File: src/rtl/ps2_kbd_event_fifo.sv
// PS/2 keyboard receiver: deglitch + deframe + E0/F0 decode into a key-event FIFO popped by nextdata_n.
// Event visible 2 clk after the stop-bit sample; no backpressure to the keyboard, full FIFO drops and flags overflow.

module ps2_kbd_event_fifo_buf #(
   parameter int WIDTH = 10,
   parameter int DEPTH = 8
) (
   input  logic             clk,
   input  logic             rst,
   input  logic             push,
   input  logic             pop,
   input  logic [WIDTH-1:0] din,
   output logic [WIDTH-1:0] dout,
   output logic             empty,
   output logic             full
);
   localparam int AW = $clog2(DEPTH);

   logic [WIDTH-1:0] mem [DEPTH];
   logic [AW:0]      wr_ptr;
   logic [AW:0]      rd_ptr;
   logic             do_push;
   logic             do_pop;

   assign empty   = (wr_ptr == rd_ptr);
   assign full    = (wr_ptr[AW-1:0] == rd_ptr[AW-1:0]) && (wr_ptr[AW] != rd_ptr[AW]);
   assign do_pop  = pop & ~empty;
   // A pop frees the head slot in the same cycle, so a full buffer still takes a simultaneous push.
   assign do_push = push & (~full | do_pop);
   assign dout    = mem[rd_ptr[AW-1:0]];

   always_ff @(posedge clk) begin
      if (!rst) begin
         wr_ptr <= '0;
         rd_ptr <= '0;
      end else begin
         if (do_push) wr_ptr <= wr_ptr + 1'b1;
         if (do_pop)  rd_ptr <= rd_ptr + 1'b1;
      end
   end

   always_ff @(posedge clk) begin
      if (do_push) mem[wr_ptr[AW-1:0]] <= din;
   end
endmodule

module ps2_kbd_event_fifo #(
   parameter int FIFO_DEPTH  = 8,
   parameter int FILTER_LEN  = 4,
   parameter int TIMEOUT_CYC = 5000
) (
   input  logic       clk,
   input  logic       rst,
   input  logic       ps2_clk,
   input  logic       ps2_data,
   input  logic       nextdata_n,
   output logic       ready,
   output logic [7:0] key_code,
   output logic       key_ext,
   output logic       key_break,
   output logic       overflow,
   output logic       frame_err
);
   localparam int FW = $clog2(FILTER_LEN + 1);
   localparam int TW = $clog2(TIMEOUT_CYC + 1);
   localparam logic [FW-1:0] FLT_MAX = FW'(FILTER_LEN - 1);
   localparam logic [TW-1:0] TO_MAX  = TW'(TIMEOUT_CYC - 1);

   logic [1:0]    clk_sync;
   logic [1:0]    dat_sync;
   logic          clk_s;
   logic          dat_s;
   logic [FW-1:0] flt_cnt;
   logic          flt_clk;
   logic          flt_prev;
   logic          sample;

   logic [3:0]    bit_cnt;
   logic [9:0]    frame_bits;
   logic [TW-1:0] to_cnt;
   logic          timeout;
   logic          stop_sample;
   logic          frame_ok;
   logic          byte_vld;
   logic [7:0]    byte_dat;

   logic          pend_ext;
   logic          pend_brk;
   logic          is_ext;
   logic          is_brk;
   logic          push;
   logic          pop;
   logic          fifo_empty;
   logic          fifo_full;
   logic [9:0]    head;

   // Pins idle high; resetting the synchronisers to 1 avoids a phantom falling edge out of reset.
   always_ff @(posedge clk) begin
      if (!rst) begin
         clk_sync <= 2'b11;
         dat_sync <= 2'b11;
      end else begin
         clk_sync <= {clk_sync[0], ps2_clk};
         dat_sync <= {dat_sync[0], ps2_data};
      end
   end

   assign clk_s = clk_sync[1];
   assign dat_s = dat_sync[1];

   always_ff @(posedge clk) begin
      if (!rst) begin
         flt_cnt  <= '0;
         flt_clk  <= 1'b1;
         flt_prev <= 1'b1;
      end else begin
         flt_prev <= flt_clk;
         if (clk_s == flt_clk) begin
            flt_cnt <= '0;
         end else if (flt_cnt == FLT_MAX) begin
            flt_clk <= clk_s;
            flt_cnt <= '0;
         end else begin
            flt_cnt <= flt_cnt + 1'b1;
         end
      end
   end

   assign sample      = flt_prev & ~flt_clk;
   assign stop_sample = sample && (bit_cnt == 4'd10);
   assign frame_ok    = ~frame_bits[0] & dat_s & (^frame_bits[9:1]);
   assign timeout     = ~sample && (bit_cnt != 4'd0) && (to_cnt == TO_MAX);

   always_ff @(posedge clk) begin
      if (!rst) begin
         bit_cnt    <= '0;
         frame_bits <= '0;
         to_cnt     <= '0;
         byte_vld   <= 1'b0;
         byte_dat   <= '0;
      end else begin
         byte_vld <= 1'b0;
         if (sample) begin
            to_cnt <= '0;
            if (stop_sample) begin
               bit_cnt  <= '0;
               byte_vld <= frame_ok;
               byte_dat <= frame_bits[8:1];
            end else begin
               frame_bits[bit_cnt] <= dat_s;
               bit_cnt             <= bit_cnt + 1'b1;
            end
         end else if (timeout) begin
            bit_cnt <= '0;
            to_cnt  <= '0;
         end else if (bit_cnt != 4'd0) begin
            to_cnt <= to_cnt + 1'b1;
         end else begin
            to_cnt <= '0;
         end
      end
   end

   assign is_ext = (byte_dat == 8'hE0);
   assign is_brk = (byte_dat == 8'hF0);
   assign push   = byte_vld & ~is_ext & ~is_brk;
   assign pop    = ready & ~nextdata_n;

   always_ff @(posedge clk) begin
      if (!rst) begin
         pend_ext  <= 1'b0;
         pend_brk  <= 1'b0;
         frame_err <= 1'b0;
         overflow  <= 1'b0;
      end else begin
         if ((stop_sample && !frame_ok) || timeout) begin
            frame_err <= 1'b1;
            pend_ext  <= 1'b0;
            pend_brk  <= 1'b0;
         end else if (byte_vld) begin
            if (is_ext) begin
               pend_ext <= 1'b1;
            end else if (is_brk) begin
               pend_brk <= 1'b1;
            end else begin
               pend_ext <= 1'b0;
               pend_brk <= 1'b0;
            end
         end
         if (push && fifo_full && !pop) overflow <= 1'b1;
      end
   end

   ps2_kbd_event_fifo_buf #(
      .WIDTH (10),
      .DEPTH (FIFO_DEPTH)
   ) u_fifo (
      .clk   (clk),
      .rst   (rst),
      .push  (push),
      .pop   (pop),
      .din   ({pend_ext, pend_brk, byte_dat}),
      .dout  (head),
      .empty (fifo_empty),
      .full  (fifo_full)
   );

   // Key fields read as zero while empty so stale storage never leaks out.
   assign ready                          = ~fifo_empty;
   assign {key_ext, key_break, key_code} = ready ? head : 10'd0;
endmodule

File: config.mk
export PLATFORM = sky130hd
export DESIGN_NAME = ps2_kbd_event_fifo
export DESIGN_NICKNAME = d
export VERILOG_FILES = /design/src/rtl/ps2_kbd_event_fifo.sv
export SDC_FILE = /design/constraint.sdc
export NUM_CORES = 1
export LEC_CHECK = 0
export CAP_MARGIN = 25
export CORE_MARGIN = 1.5
export CORE_UTILIZATION = 60
export CTS_BUF_LIST = sky130_fd_sc_hd__clkbuf_8
export DETAILED_ROUTE_END_ITERATION = 10
export PLACE_DENSITY = 0.78
export SYNTH_ARGS = -nofsm -noshare
export SYNTH_HDL_FRONTEND = slang
export SYNTH_SLANG_ARGS = --single-unit
File: constraint.sdc
create_clock -name clk -period 4.9 [get_ports clk]
set_input_delay 0.735 -clock clk [delete_from_list [all_inputs] [get_ports clk]]
set_output_delay 0.735 -clock clk [all_outputs]
set_load 0.02 [all_outputs]
# Yosys cells after proc, flatten, opt, wreduce, memory -nomap -nowiden
# Memory sizes are Yosys's and may differ from the RTL's. A register that Yosys moved wholly into a read port is not among the register bits.
# Cells that the tools add are included.
[op_classes]
addsub = 5
n_lt_le_gt_ge = 2
n_eq_ne = 10
muxes = 14
bitwise_logic = 21
reduce_logical = 23
[op_table]
columns = ["op", "n"]
rows = [
  ["== test 8 bit, second input constant", 2],
  ["adder 13 x 1 -> 13 bit, second input constant", 1],
  ["== test 13 bit, second input constant", 1],
  ["adder 4 x 1 -> 4 bit, second input constant", 3],
  ["two-way mux 4 bit", 3],
  ["inverter 1 bit", 12],
  ["bitwise mux 10 bit", 1],
  ["two-way mux 10 bit", 1],
  ["AND reduction 2 bit", 5],
  ["parity 9 bit", 1],
  ["AND 1 bit", 8],
  ["logical AND 1 bit", 8],
  ["two-way mux 1 bit", 6],
  ["two-way mux 3 bit", 2],
  ["less-than comparator 4 x 5 -> 1 bit, second input constant", 1],
  ["demux 1 bit (select 4 bit)", 1],
  ["== test 4 bit", 1],
  ["== test 4 bit, second input constant", 1],
  [">= comparator 4 x 1 -> 1 bit, second input constant", 1],
  ["nonzero test 4 bit", 1],
  ["OR reduction 4 bit", 1],
  ["adder 3 x 1 -> 3 bit, second input constant", 1],
  ["== test 3 x 2 -> 1 bit, second input constant", 1],
  ["== test 3 bit", 1],
  ["other kinds (10)", 11],
]
[totals]
register_bits = 57
mem_bits_rw = 80
inputBits = 5
elab_cells = 92
memories = 1
[mem_list]
columns = ["name", "depth", "word_bits", "read_ports", "rd_ports_with_merged_regs", "write_ports", "line_no", "text"]
rows = [
  ["u_fifo.mem", 8, 10, 1, 1, 1, "19", "logic [WIDTH-1:0] mem [DEPTH];"],
]

# Longest topological paths before layout
# Gate-level depths: netlist of run 1.
[logic_depth]
depth_word = 8
mapped_depth = 7
depth_no_buf = 7

# By module
# Synthesis of run 1 repeated with hierarchy kept, for this count alone.
[hier_totals]
cells_unflattened = 433
area_unflattened_um2 = 5845.6
[by_module_without_submodules]
columns = ["module", "instances", "cells_per_inst", "area_per_inst_um2", "seq_area_each_um2"]
rows = [
  ["ps2_kbd_event_fifo_buf", 1, 186, 3575.9, 2622.5],
  ["ps2_kbd_event_fifo", 1, 247, 2269.7, 980.9],
]

# Least setup slack after synthesis of run 1
# Ideal clock, no wire load.
[synth_timing]
path_type = "input -> register"
startpoint = "input nextdata_n"
endpoint = "memory u_fifo.mem[0][0], enable pin"
t_arrival_ps = 1990
required_time_ps = 4496
slack_ps = 2506
stages = 3
cell_sequence = "nand2_1 o21ai_4 nor4_1"
[synth_between]
elab_chain_len = 7
[synth_lines]
columns = ["item", "line_no", "text"]
rows = [
  ["start, declared", "56", "input logic nextdata_n,"],
  ["inverter 1 bit", "167", "assign pop = ready & ~nextdata_n;"],
  ["AND 1 bit", "167", ""],
  ["AND 1 bit", "27", "assign do_pop = pop & ~empty;"],
  ["bitwise OR 1 bit", "29", "assign do_push = push & (~full | do_pop);"],
  ["AND 1 bit", "29", ""],
  ["two-way mux 1 bit", "43", "if (do_push) mem[wr_ptr[AW-1:0]] <= din;"],
  ["two-way mux 1 bit (implied by the code)", "43", ""],
  ["end, declared", "19", ""],
]
# Every way passes these cells.

==> reports/results.ini, run 1 <==
[run_status]
status = finished clean

[floorplanning]
start_util_pct = 61.5
core_um2 = 9200
dieArea_um2 = 10000
dieWidth_um = 100
die_h_um = 100
io_pins = 18
rows = 35

[critical_path]
ff2ff_path_depth = 4
end_kind = output port
crit_fanout = 20
path_class = reg2out
crit_arrival_ps = 2550
reg2reg_to = u_fifo.mem[6][7]
cp_data_required_time_ps = 4160
startpoint_type = flop
reg2reg_from = byte_dat[2]
timing.critical_path.to = key_code[3]
ff2ff_setup_slack_ps = 2450

[yosys]
synth_top_area_share_pct = 42.5
yosys.cell_types.count = 43
yosysMostFrequentCell = edfxtp_1
synth_edf_count = 80
syn_avg_cell_area_um2 = 13.3
ys.flop_type = edfxtp_1
seq_area_frac_synth_pct = 63.7
synth_cells = 424
yosysTopAreaCell = edfxtp_1
mappedNetlistArea_um2 = 5660
ys_ff_latch = 140
synth_common_cells = edfxtp_1, dfxtp_1, nor2_1
synthTopCellsByArea = edfxtp_1, dfxtp_1, mux4_2
async_flop_share_pct = 0
synth-warning-count = 0
syn-num-nets = 438

[timing]
fin_tns_setup_ps = 0
fmax_mhz = 305
setup_viol_count_final = 0
relSlewSlack_pct = 34.5
min_period_over_period_pct = 67.0
rsz0062_at_grt = false
hold_viol = 0
final_max_slew_viol_count = 0
finalCriticalPeriod_ps = 3280
finClkSkew_ps = 9.89
tightest_slew_ps = 979

[placement]
placed_cell_area_um2 = 5960
io_buffers = 17
place.gp.congestion = 0.789
hpwl_mm = 6.09

[global_route]
grt_max_degree = 33
grt-ovfl-total = 0
antenna_found_initial = 0
track_usage_pct = 20.7
grt_first_pass_wirelength_mm = 15.4
first_global_vias = 3163

[layout]
syn2layout_area_growth_pct = 12.7
drive_gt1_share_pct = 14.7
multiInputGateArea_um2 = 1950
n_antenna_cell = 0
regArea_um2 = 3600
nFillCells = 635
final_area_um2 = 6380
nNetsFinal = 465

[clocking]
ctsResizeCount = 0
clkLatencyLatePin_ps = 420
cts_root_buf = clkbuf_8
cts.sinks = 140
cts_setup_buffers = 0
cts_tree = yes
ctsHoldBuffers = 0
cts_max_level = 4
clk_pin_slew_ps = 80
cts_made_buffers = 17
clockBufferDepth = 2

[route]
routed_via_density = 5.63
ant_nets = 0
drt-pass1-iter-count = 5
drtIter0Drc = 213
drc = 0
wire_per_inst_um = 16.4
vias = 3240
wirelength_mm = 9.44

[job]
cap_violations = 0

[pwr]
ir_worst_vdd_mv = 0.179
p_leak_nw = 2.19
power_density_nw_per_um2 = 340

[worst_hold_path]
min-delay-path-class = reg2reg

[cell usage in the layout, fill, tap and decap left out, types with 4 or more instances in the layout]
cell and n:
edfxtp_1 80, dfxtp_1 60, nor2_1 53, nand2_1 37, mux2i_1 23, mux4_2 20
clkbuf_8 20, a21oi_1 19, clkdlybuf4s50_1 17, xor2_1 12, nand2b_1 12, nand3_1 12
inv_1 11, xnor2_1 9, ha_1 9, buf_4 8, nor3_1 6, o21ai_0 6
or3_1 5, nor2b_1 4, clkinv_4 4
[state kept, by name (all words and copies together) (netlist names), named ones only]
name and count:
u_fifo.mem 80, to_cnt 13, frame_bits 10, byte_dat 8
bit_cnt 4, u_fifo.rd_ptr 4, u_fifo.wr_ptr 4, flt_cnt 3
clk_sync 2, dat_sync 2, byte_vld 1, flt_clk 1
flt_prev 1, frame_err 1, overflow 1, pend_brk 1
pend_ext 1
[cells by family (layout without fill, tap and decap cells)]
family                   count (synthesis)  count (layout)  synth area share (%)
AO/OA/AOI/OAI                           32              32                  3.54
XOR/XNOR                                23              23                  4.05
adder cells (fa/ha/maj)                  9               9                  1.99
buffers and inverters                   27              67                  1.88
flip-flops                             140             140                  63.7
multiplexers                            43              43                  12.0
AND/OR/NAND/NOR                        150             150                  12.8
[worst min path at each step]
stage / start / end / slack (ps) / cells past startpoint
after floorplan: clk_sync[0] / clk_sync[1] / 390 / 1
after global placement: dat_sync[0] / dat_sync[1] / 390 / 1
after detailed placement: dat_sync[0] / dat_sync[1] / 400 / 1
after CTS: dat_sync[0] / dat_sync[1] / 420 / 1
after global routing: dat_sync[0] / dat_sync[1] / 430 / 1
final: dat_sync[0] / dat_sync[1] / 420 / 1
[power breakdown]
group | switching (mW) | internal, mW | leakage, nW | total, mW
Sequential | 0.00135 | 1.23 | 1.23 | 1.23
Clock | 0.428 | 0.498 | 0.208 | 0.926
Combinational | 0.00716 | 0.00464 | 0.762 | 0.0118
[critical path: stages (launching register included)]
cell	delay, ps
dfxtp_1	930
mux4_2	360
mux2i_1	70
nor2_1	140
clkdlybuf4s50_1	620
[final cells by class]
type / instances / share of cell area (%)
Sequential cell: 140 / 56.5
Inverter: 10 / 0.589
Multi-Input combinational cell: 257 / 30.6
Clock inverter: 12 / 2.16
Tap cell: 111 / 2.18
Clock buffer: 20 / 4.32
Timing Repair Buffer: 25 / 3.61
[through the flow]
step / setup slack (ps) / hold WS [ps] / instances / util, % / power (mW)
4_1_cts: 1550 / 417 / 575 / 69.3 / 2.19
3_5_place_dp: 2030 / 403 / 543 / 64.9 / 1.27
3_3_place_gp: 2060 / 390 / 543 / 64.9 / 1.27
5_1_grt: 1420 / 429 / 575 / 69.3 / 2.24
2_1_floorplan: 2510 / 386 / 424 / - / 1.26
6_report: 1620 / 415 / 575 / 69.3 / 2.17
[per-layer routing]
metal	vias up	wire, um	global-route usage (%)
li1	1591	-	-
met1	1568	4120	25.2
met2	77	4900	35.7
met3	4	359	5.64
met4	0	55	7.37
met5	-	0	0
Note: power is estimated with default switching activity, not from simulation.
==> run 2: changes to the inputs <==
Settings changed: CORE_UTILIZATION 60 to 57.
Clock period 4.9 ns to 2.8 ns, I/O delays scaled along.
==> reports/results.ini, run 2 (synthesis gave the netlist of run 1 again) <==
[critical_path]
cp_data_required_time_ps = 2380
timing.critical_path.to = key_code[4]
path_class = reg2out
end_kind = output port
ff2ff_setup_slack_ps = 590
crit_fanout = 10
ff2ff_path_depth = 4
reg2reg_to = u_fifo.mem[5][2]
crit_arrival_ps = 2280
reg2reg_from = u_fifo.wr_ptr[0]
startpoint_type = flop

[worst_hold_path]
min_path_cells = 1
min-delay-path-class = reg2reg

[timing]
fmax_mhz = 370
setup_viol_count_final = 0
finalCriticalPeriod_ps = 2700
relSlewSlack_pct = 39.4
tightest_slew_ps = 906
finClkSkew_ps = 12.3
hold_viol = 0
fin_tns_setup_ps = 0
holdWs_ps = 419
setup_ws_ps = 95.2
rsz0062_at_grt = false
min_period_over_period_pct = 96.6
final_max_slew_viol_count = 0

[clocking]
cts_max_level = 4
clk_pin_slew_ps = 70
cts_root_buf = clkbuf_8
clkLatencyLatePin_ps = 430
cts_tree = yes
cts_made_buffers = 17
cts.sinks = 140
clockBufferDepth = 2
cts_setup_buffers = 0

[global_route]
grt_use_met2_pct = 35.5
first_global_vias = 3211
grt-ovfl-total = 0
top_usage_layer = met2
met3_usage_pct = 5.08
antenna_found_initial = 0
grt_max_degree = 22
grt_first_pass_wirelength_mm = 15.6
track_usage_pct = 20.3
met1_usage_pct = 24.9

[route]
wirelength_mm = 9.89
routed_via_density = 5.45
drc = 0
drt-pass1-iter-count = 4
wire_per_inst_um = 16.3
vias = 3305
ant_nets = 0
drtIter0Drc = 148

[placement]
hpwl_mm = 6.36
post-place-cells = 572
place.gp.congestion = 0.789
placed_cell_area_um2 = 6060
pre_cts_ws_ps = 326
io_buffers = 17

[floorplanning]
start_util_pct = 58.4
dieArea_um2 = 10500
core_um2 = 9680
dieWidth_um = 103
rows = 36
io_pins = 18
die_h_um = 103

[pwr]
pwr-share-comb_pct = 0.6
sw_frac_of_total_pct = 20.2
pwr-share-clk_pct = 42.9
power_mw = 3.81
seq_power_share_pct = 56.5
p_int_mw = 3.04
p_sw_mw = 0.772
power_density_nw_per_um2 = 586
ir_worst_vdd_mv = 0.301
p_leak_nw = 2.33

[run_status]
status = finished clean

[layout]
layout_commonest_cell = edfxtp_1
syn2layout_area_growth_pct = 15.0
drive_gt1_share_pct = 16.5
nFillCells = 700
regArea_um2 = 3600
stdcell_count = 606
nNetsFinal = 474
n_antenna_cell = 0
final_area_um2 = 6510
mostFrequentLayoutCells = edfxtp_1, dfxtp_1, nor2_1
fin_util_pct = 67.2
multiInputGateArea_um2 = 1950
largest_reg_flops = 80

[job]
cap_violations = 0

[run 2: changes by cell type in the layout (fill, tap and decap cells not counted), sizes merged]
cell / before / now
bufinv: 2 / 3
clkbuf: 20 / 18
clkdlybuf4s50: 17 / 12
dlygate4sd2: 0 / 1
inv: 14 / 13
clkinv: 4 / 7
buf: 8 / 16
dlymetal6s2s: 0 / 4
[run 2: repair_timing]
item | 4_1_cts | 5_1_grt
hold buffers | 0 | 0
endpoints found under the setup margin | 1 | 7
gates resized for setup | 1 | 5
cloned | 0 | 1
[run 2: area by class of cell]
cell class              instances  share of cell area (%)
flip-flops and latches        140                    55.4
multi-input cells             257                    30.0
repair buffers                 34                    5.17
clock buffers                  17                    3.60
clock inverters                15                    2.65
well taps                     133                    2.56
inverters                      10                   0.577
[run 2: per-layer routing]
metal,part of all wire [%],wire length (um)
met5,0,0
met2,52,5160
met3,2.4,238
met4,1.3,133
met1,44,4360
[run 2: power groups by stage]
stage | clock (mW) | sequential, mW | combinational (mW)
floorplan | 0 | 2.20 | 0.0134
finish | 1.63 | 2.15 | 0.0232
CTS | 1.66 | 2.15 | 0.0233
detailed placement | 0 | 2.20 | 0.0232
global route | 1.74 | 2.15 | 0.0256
global placement | 0 | 2.20 | 0.0228
[run 2: how the worst min path moves through the flow]
stage                      startpoint          end
after floorplan           clk_sync[0]  clk_sync[1]
after global placement    clk_sync[0]  clk_sync[1]
after detailed placement  clk_sync[0]  clk_sync[1]
after CTS                 clk_sync[0]  clk_sync[1]
after global routing      clk_sync[0]  clk_sync[1]
final                     clk_sync[0]  clk_sync[1]
[run 2: critical path, cell delays in order (launching register included)]
cell and delay [ps]:
dfxtp_2 400, buf_12 170, mux4_2 520, mux2i_1 170, nor2_1 60, clkdlybuf4s50_1 540
